File: config.mk
export PLATFORM = sky130hd
export DESIGN_NAME = seq_multiplier
export DESIGN_NICKNAME = d
export VERILOG_FILES = /design/src/rtl/mul_pkg.sv /design/src/rtl/seq_mul_ctrl.sv /design/src/rtl/seq_multiplier.sv
export SDC_FILE = /design/constraint.sdc
export NUM_CORES = 1
export LEC_CHECK = 0
export CAP_MARGIN = 30
export CORE_UTILIZATION = 35
export CTS_CLUSTER_DIAMETER = 150
export DETAILED_ROUTE_END_ITERATION = 8
export PLACE_DENSITY = 0.57
export SYNTH_ARGS = -nofsm -noshare
export SYNTH_HDL_FRONTEND = slang
export SYNTH_SLANG_ARGS = --single-unit
File: constraint.sdc
create_clock -name clk -period 2.4 [get_ports clk]
set_input_delay 0.24 -clock clk [delete_from_list [all_inputs] [get_ports clk]]
set_output_delay 0.24 -clock clk [all_outputs]
set_load 0.02 [all_outputs]
File: src/rtl/mul_pkg.sv
// Shared definitions for the sequential shift-and-add multiplier.
// Used by seq_mul_ctrl and seq_multiplier (optional MUL_EARLY_EXIT_EN build).
package mul_pkg;

    localparam int unsigned DefaultWidth = 8;

    typedef enum logic [1:0] {
        StIdle,
        StCalc,
        StDone
    } mul_state_e;

    // Iteration counter width; never narrower than one bit.
    function automatic int unsigned cnt_width(int unsigned width);
        return (width <= 2) ? 1 : $clog2(width);
    endfunction

endpackage

File: src/rtl/seq_mul_ctrl.sv
// Sequencer for seq_multiplier: FSM, iteration counter and registered busy/done.
// MUL_EARLY_EXIT_EN lets CALC finish as soon as the remaining multiplier bits are zero.
module seq_mul_ctrl
    import mul_pkg::*;
#(
    parameter int unsigned WIDTH = DefaultWidth
) (
    input  logic clk,
    input  logic rst,
    input  logic start,
    input  logic q_rest_zero,
    output logic load,
    output logic iter,
    output logic busy,
    output logic done
);

    localparam int unsigned CntW = cnt_width(WIDTH);
    localparam logic [CntW-1:0] LastCnt = CntW'(WIDTH - 1);

    mul_state_e    state_q, state_d;
    logic [CntW-1:0] cnt_q, cnt_d;
    logic          busy_q, busy_d;
    logic          done_q, done_d;
    logic          last_iter;

`ifdef MUL_EARLY_EXIT_EN
    assign last_iter = (cnt_q == LastCnt) || q_rest_zero;
`else
    logic unused_q_rest_zero;
    assign unused_q_rest_zero = q_rest_zero;
    assign last_iter = (cnt_q == LastCnt);
`endif

    always_comb begin
        state_d = state_q;
        cnt_d   = cnt_q;
        load    = 1'b0;
        iter    = 1'b0;
        unique case (state_q)
            StIdle: begin
                if (start) begin
                    load    = 1'b1;
                    cnt_d   = '0;
                    state_d = StCalc;
                end
            end
            StCalc: begin
                iter  = 1'b1;
                cnt_d = cnt_q + 1'b1;
                if (last_iter) begin
                    state_d = StDone;
                end
            end
            StDone:  state_d = StIdle;
            default: state_d = StIdle;
        endcase
        busy_d = (state_d != StIdle);
        done_d = (state_d == StDone);
    end

    // Datapath convention: all state moves on the falling edge.
    always_ff @(negedge clk or posedge rst) begin
        if (rst) begin
            state_q <= StIdle;
            cnt_q   <= '0;
            busy_q  <= 1'b0;
            done_q  <= 1'b0;
        end else begin
            state_q <= state_d;
            cnt_q   <= cnt_d;
            busy_q  <= busy_d;
            done_q  <= done_d;
        end
    end

    assign busy = busy_q;
    assign done = done_q;

endmodule

File: src/rtl/seq_multiplier.sv
// Sequential unsigned shift-and-add multiplier, one multiplier bit per falling edge.
// Define MUL_EARLY_EXIT_EN to stop iterating once the remaining multiplier bits are zero.
module seq_multiplier
    import mul_pkg::*;
#(
    parameter int unsigned WIDTH = DefaultWidth
) (
    input  logic               clk,
    input  logic               rst,
    input  logic               start,
    input  logic [WIDTH-1:0]   mcand,
    input  logic [WIDTH-1:0]   mplier,
    output logic [2*WIDTH-1:0] product,
    output logic               busy,
    output logic               done
);

    logic [2*WIDTH-1:0] p_q;
    logic [2*WIDTH-1:0] m_q;
    logic [WIDTH-1:0]   q_q;
    logic               load;
    logic               iter;
    logic               q_rest_zero;

    // True when the multiplier bits left after this iteration's shift are all zero.
    assign q_rest_zero = (q_q[WIDTH-1:1] == '0);

    seq_mul_ctrl #(
        .WIDTH(WIDTH)
    ) u_ctrl (
        .clk        (clk),
        .rst        (rst),
        .start      (start),
        .q_rest_zero(q_rest_zero),
        .load       (load),
        .iter       (iter),
        .busy       (busy),
        .done       (done)
    );

    always_ff @(negedge clk or posedge rst) begin
        if (rst) begin
            p_q <= '0;
            m_q <= '0;
            q_q <= '0;
        end else if (load) begin
            p_q <= '0;
            m_q <= {{WIDTH{1'b0}}, mcand};
            q_q <= mplier;
        end else if (iter) begin
            if (q_q[0]) begin
                p_q <= p_q + m_q;
            end
            m_q <= m_q << 1;
            q_q <= q_q >> 1;
        end
    end

    assign product = p_q;

endmodule

==> results of run 1 <==
[timing repair]
item	4_1_cts	5_1_grt
setup endpoints to repair	58	9
gates resized for setup	73	11
pin swaps	1	3
cloned	1	0
[cell families (layout without fill, tap and decap cells)]
| kind of cell | after synthesis | after routing | share of synthesized area |
|---|---|---|---|
| adder cells (fa/ha/maj) | 18 | 18 | 0.0858 |
| XOR/XNOR | 10 | 10 | 0.0323 |
| multiplexers | 3 | 3 | 0.0115 |
| AO/OA/AOI/OAI | 114 | 114 | 0.277 |
| AND/OR/NAND/NOR | 67 | 68 | 0.126 |
| buffers and inverters | 22 | 81 | 0.0341 |
| flip-flops | 47 | 47 | 0.434 |
[power by group through the flow]
stage          clock (W)  combinational (W)  sequential [W]
6_report        0.000569            0.00206         0.00132
5_1_grt         0.000620            0.00229         0.00137
4_1_cts         0.000587            0.00204         0.00132
3_5_place_dp           0            0.00211         0.00133
3_3_place_gp           0            0.00208         0.00133
2_1_floorplan          0            0.00131         0.00142
[path summary, 6_finish.rpt]
kind | startpoint | to | slack [ps] | cells past startpoint
worst min-delay path | q_q[2]$_DFFE_NP0P_ | q_q[2]$_DFFE_NP0P_ | 430 | 2
worst max register to register | product[0]$_DFFE_NP0P_ | product[12]$_DFFE_NP0P_ | 140 | 9
min in group asynchronous | rst | product[11]$_DFFE_NP0P_ | 1410 | 3
max in group asynchronous | rst | u_ctrl.busy$_DFF_NP0_ | 700 | 3
worst max-delay path | product[0]$_DFFE_NP0P_ | product[0] | 40 | 1
worst min register to register | q_q[2]$_DFFE_NP0P_ | q_q[2]$_DFFE_NP0P_ | 430 | 2
[area by class of cell]
type | instances | share of cell area
multi-input combinational | 213 | 0.433
tap | 99 | 0.0360
sequential | 47 | 0.342
clock buffer | 6 | 0.0211
clock inverter | 1 | 0.00873
inverter | 7 | 0.00873
timing repair buffer | 67 | 0.151
[flip-flops by register name, summed over array words and instances (netlist names)]
register / count
m_q: 16
product: 16
q_q: 8
u_ctrl.busy: 1
u_ctrl.cnt_q: 3
u_ctrl.done: 1
u_ctrl.state_q: 2
[per-layer routing]
metal | vias up | track usage | routed length (um)
met5 | - | 0 | 0
met4 | 0 | 0.0551 | 87
met3 | 10 | 0.0296 | 233
met2 | 54 | 0.274 | 2900
met1 | 1067 | 0.223 | 3090
li1 | 1145 | - | -
[cell usage in the layout, fill, tap and decap left out, types with 2 or more instances in the layout]
cell and n:
a22oi_1 14, nor2_1 6, o21bai_1 4, o211ai_1 3
a21oi_1 24, clkdlybuf4s50_1 17, a22o_1 13, nand2_1 25
and2_1 4, xnor2_1 6, a21o_1 5, nor3_1 3
o21ai_1 2, or2_4 2, inv_1 6, o311ai_1 2
a21oi_2 2, nand3_1 4, xor2_1 4, clkbuf_8 5
mux2i_1 2, buf_2 17, o21ai_0 31, buf_4 31
nor3b_1 3, nor2b_1 15, ha_1 16, o21a_1 3
dfrtn_1 47
[stage by stage]
| step | setup TNS, ps | utilization | total power [W] | hold slack (ps) |
|---|---|---|---|---|
| floorplan | 0 | - | 0.00272 | 411 |
| global placement | -20550 | 0.460 | 0.00340 | 435 |
| detailed placement | -21690 | 0.460 | 0.00344 | 441 |
| CTS | 0 | 0.465 | 0.00395 | 442 |
| global route | 0 | 0.467 | 0.00427 | 472 |
| finish | 0 | 0.467 | 0.00394 | 434 |
==> flow_summary.yaml, run 1 <==
run_status:
  status: "finished clean"
power_and_ir_drop:
  power_density_nw_per_um2: 1150
  p_switching_w: 0.00161
  power.leakage_nw: 1.60
  power_frac_seq: 0.334
  clkPwrFrac: 0.144
  ir_drop_uv: 340
  switching_share: 0.409
  internal_power_w: 0.00233
  power_frac_comb: 0.522
route:
  dr.pass1.iters: 6
  vias: 2276
  drc: 0
  ant_nets: 0
  wirelength_um: 6320
  avgRoutedWirePerCell_um: 14.4
  vias_per_cell: 5.17
  drt_iter0_markers: 82
placed_design:
  io_buffers: 36
  gp_congestion: 0.885
  postPlaceCellArea_um2: 3390
  dp_slack_ps: -674
  dp_hpwl_um: 4400
  dp_cells: 432
layout:
  postLayoutCellArea_um2: 3440
  areaGrowthSynthToFinish_pct: 26.8
  final_cells: 440
  fillers: 725
  nets: 378
  drive_gt1_frac: 0.208
  ff_latch_area_um2: 1180
  antenna_cells: 0
  multiInputGateArea_um2: 1490
worst_setup_path:
  worst_ep_required_time_ps: 2160
  start_kind: "flop"
  cp.arrival_ps: 2120
  critPathMaxFanout: 3
  path_delay_family: "flip-flops"
  crit_path_top_delay_cell: "dfrtn_1"
  cp_num_buf_inv: 1
  critical_path.cell_chain: "buf_4"
  path_class: "reg -> out"
  endpoint_kind: "primary output"
  slowest_delay_ps: 460
floorplan:
  row_count: 31
  die_x_um: 90.0
  io_pins: 37
  core_region_area_um2: 7370
  start_util: 0.368
  dieArea_um2: 8100
  die_y_um: 90.0
worst_hold_path:
  hp-class: "reg -> reg"
yosys:
  synth_cells: 281
  synthTopCellsByArea: "dfrtn_1 (43%), ha_1 (7.8%), o21ai_0 (5.9%)"
  synth_most_common_cell: "dfrtn_1"
  ys_top_cells_by_count: "dfrtn_1 (47), o21ai_0 (32), a21oi_1 (26)"
  yosys_most_used_dff: "dfrtn_1"
  syn_avg_cell_area_um2: 9.65
  synth_cell_types: 45
  synthesis.area_um2: 2710
  synth-async-reset-ratio: 1.00
  ys_ff_latch: 47
  ys.warnings.count: 0
  ys_seq_area_frac: 0.434
  yosys.area.top_type: "dfrtn_1"
  synth_top_area_frac: 0.434
  synth_edf_count: 0
  syn-num-nets: 318
clock_tree:
  clk_pin_slew_ps: 60
  numCtsBuffers: 5
  clk_latency_ps: 300
  htreeDepth: 2
  holdBufCountCts: 0
  clkSinkCount: 47
  cts_tree: "built"
  cts_setup_buffers: 0
  clockBufferDepth: 2
  cts-root-buf: "clkbuf_8"
global_route:
  grt_max_degree: 48
  grt-ovfl-total: 0
  grt_first_pass_wirelength_um: 10900
  grt_antenna_before_repair: 0
  grt_pass1_vias: 2332
  grt.total_usage: 0.167
job:
  drv_cap: 0
timing:
  rsz0062_at_grt: "no"
  tightest_slew_ps: 548
  max_slew_margin: 0.633
  finClkSkew_ps: 4.35
  hold_viol_final: 0
  drv_slew: 0
  setup_viol: 0
  setup_slack_ps: 44.9
No activity file was read; power rests on OpenSTA's default activity.
==> run 2, diff against run 1 <==
--- a/config.mk
+++ b/config.mk
@@ -10,6 +10,7 @@
 export CTS_CLUSTER_DIAMETER = 150
 export DETAILED_ROUTE_END_ITERATION = 8
 export PLACE_DENSITY = 0.57
+export SLEW_MARGIN = 20
 export SYNTH_ARGS = -nofsm -noshare
 export SYNTH_HDL_FRONTEND = slang
 export SYNTH_SLANG_ARGS = --single-unit
==> results of run 2 <==
Same layout as run 1: the final DEF is identical, and so are final timing and power.
==> run 3, diff against run 2 <==
--- a/config.mk
+++ b/config.mk
@@ -6,6 +6,7 @@
 export NUM_CORES = 1
 export LEC_CHECK = 0
 export CAP_MARGIN = 30
+export CORE_MARGIN = 1
 export CORE_UTILIZATION = 35
 export CTS_CLUSTER_DIAMETER = 150
 export DETAILED_ROUTE_END_ITERATION = 8
==> results of run 3 <==
Same layout as run 1: the final DEF is identical, and so are final timing and power.
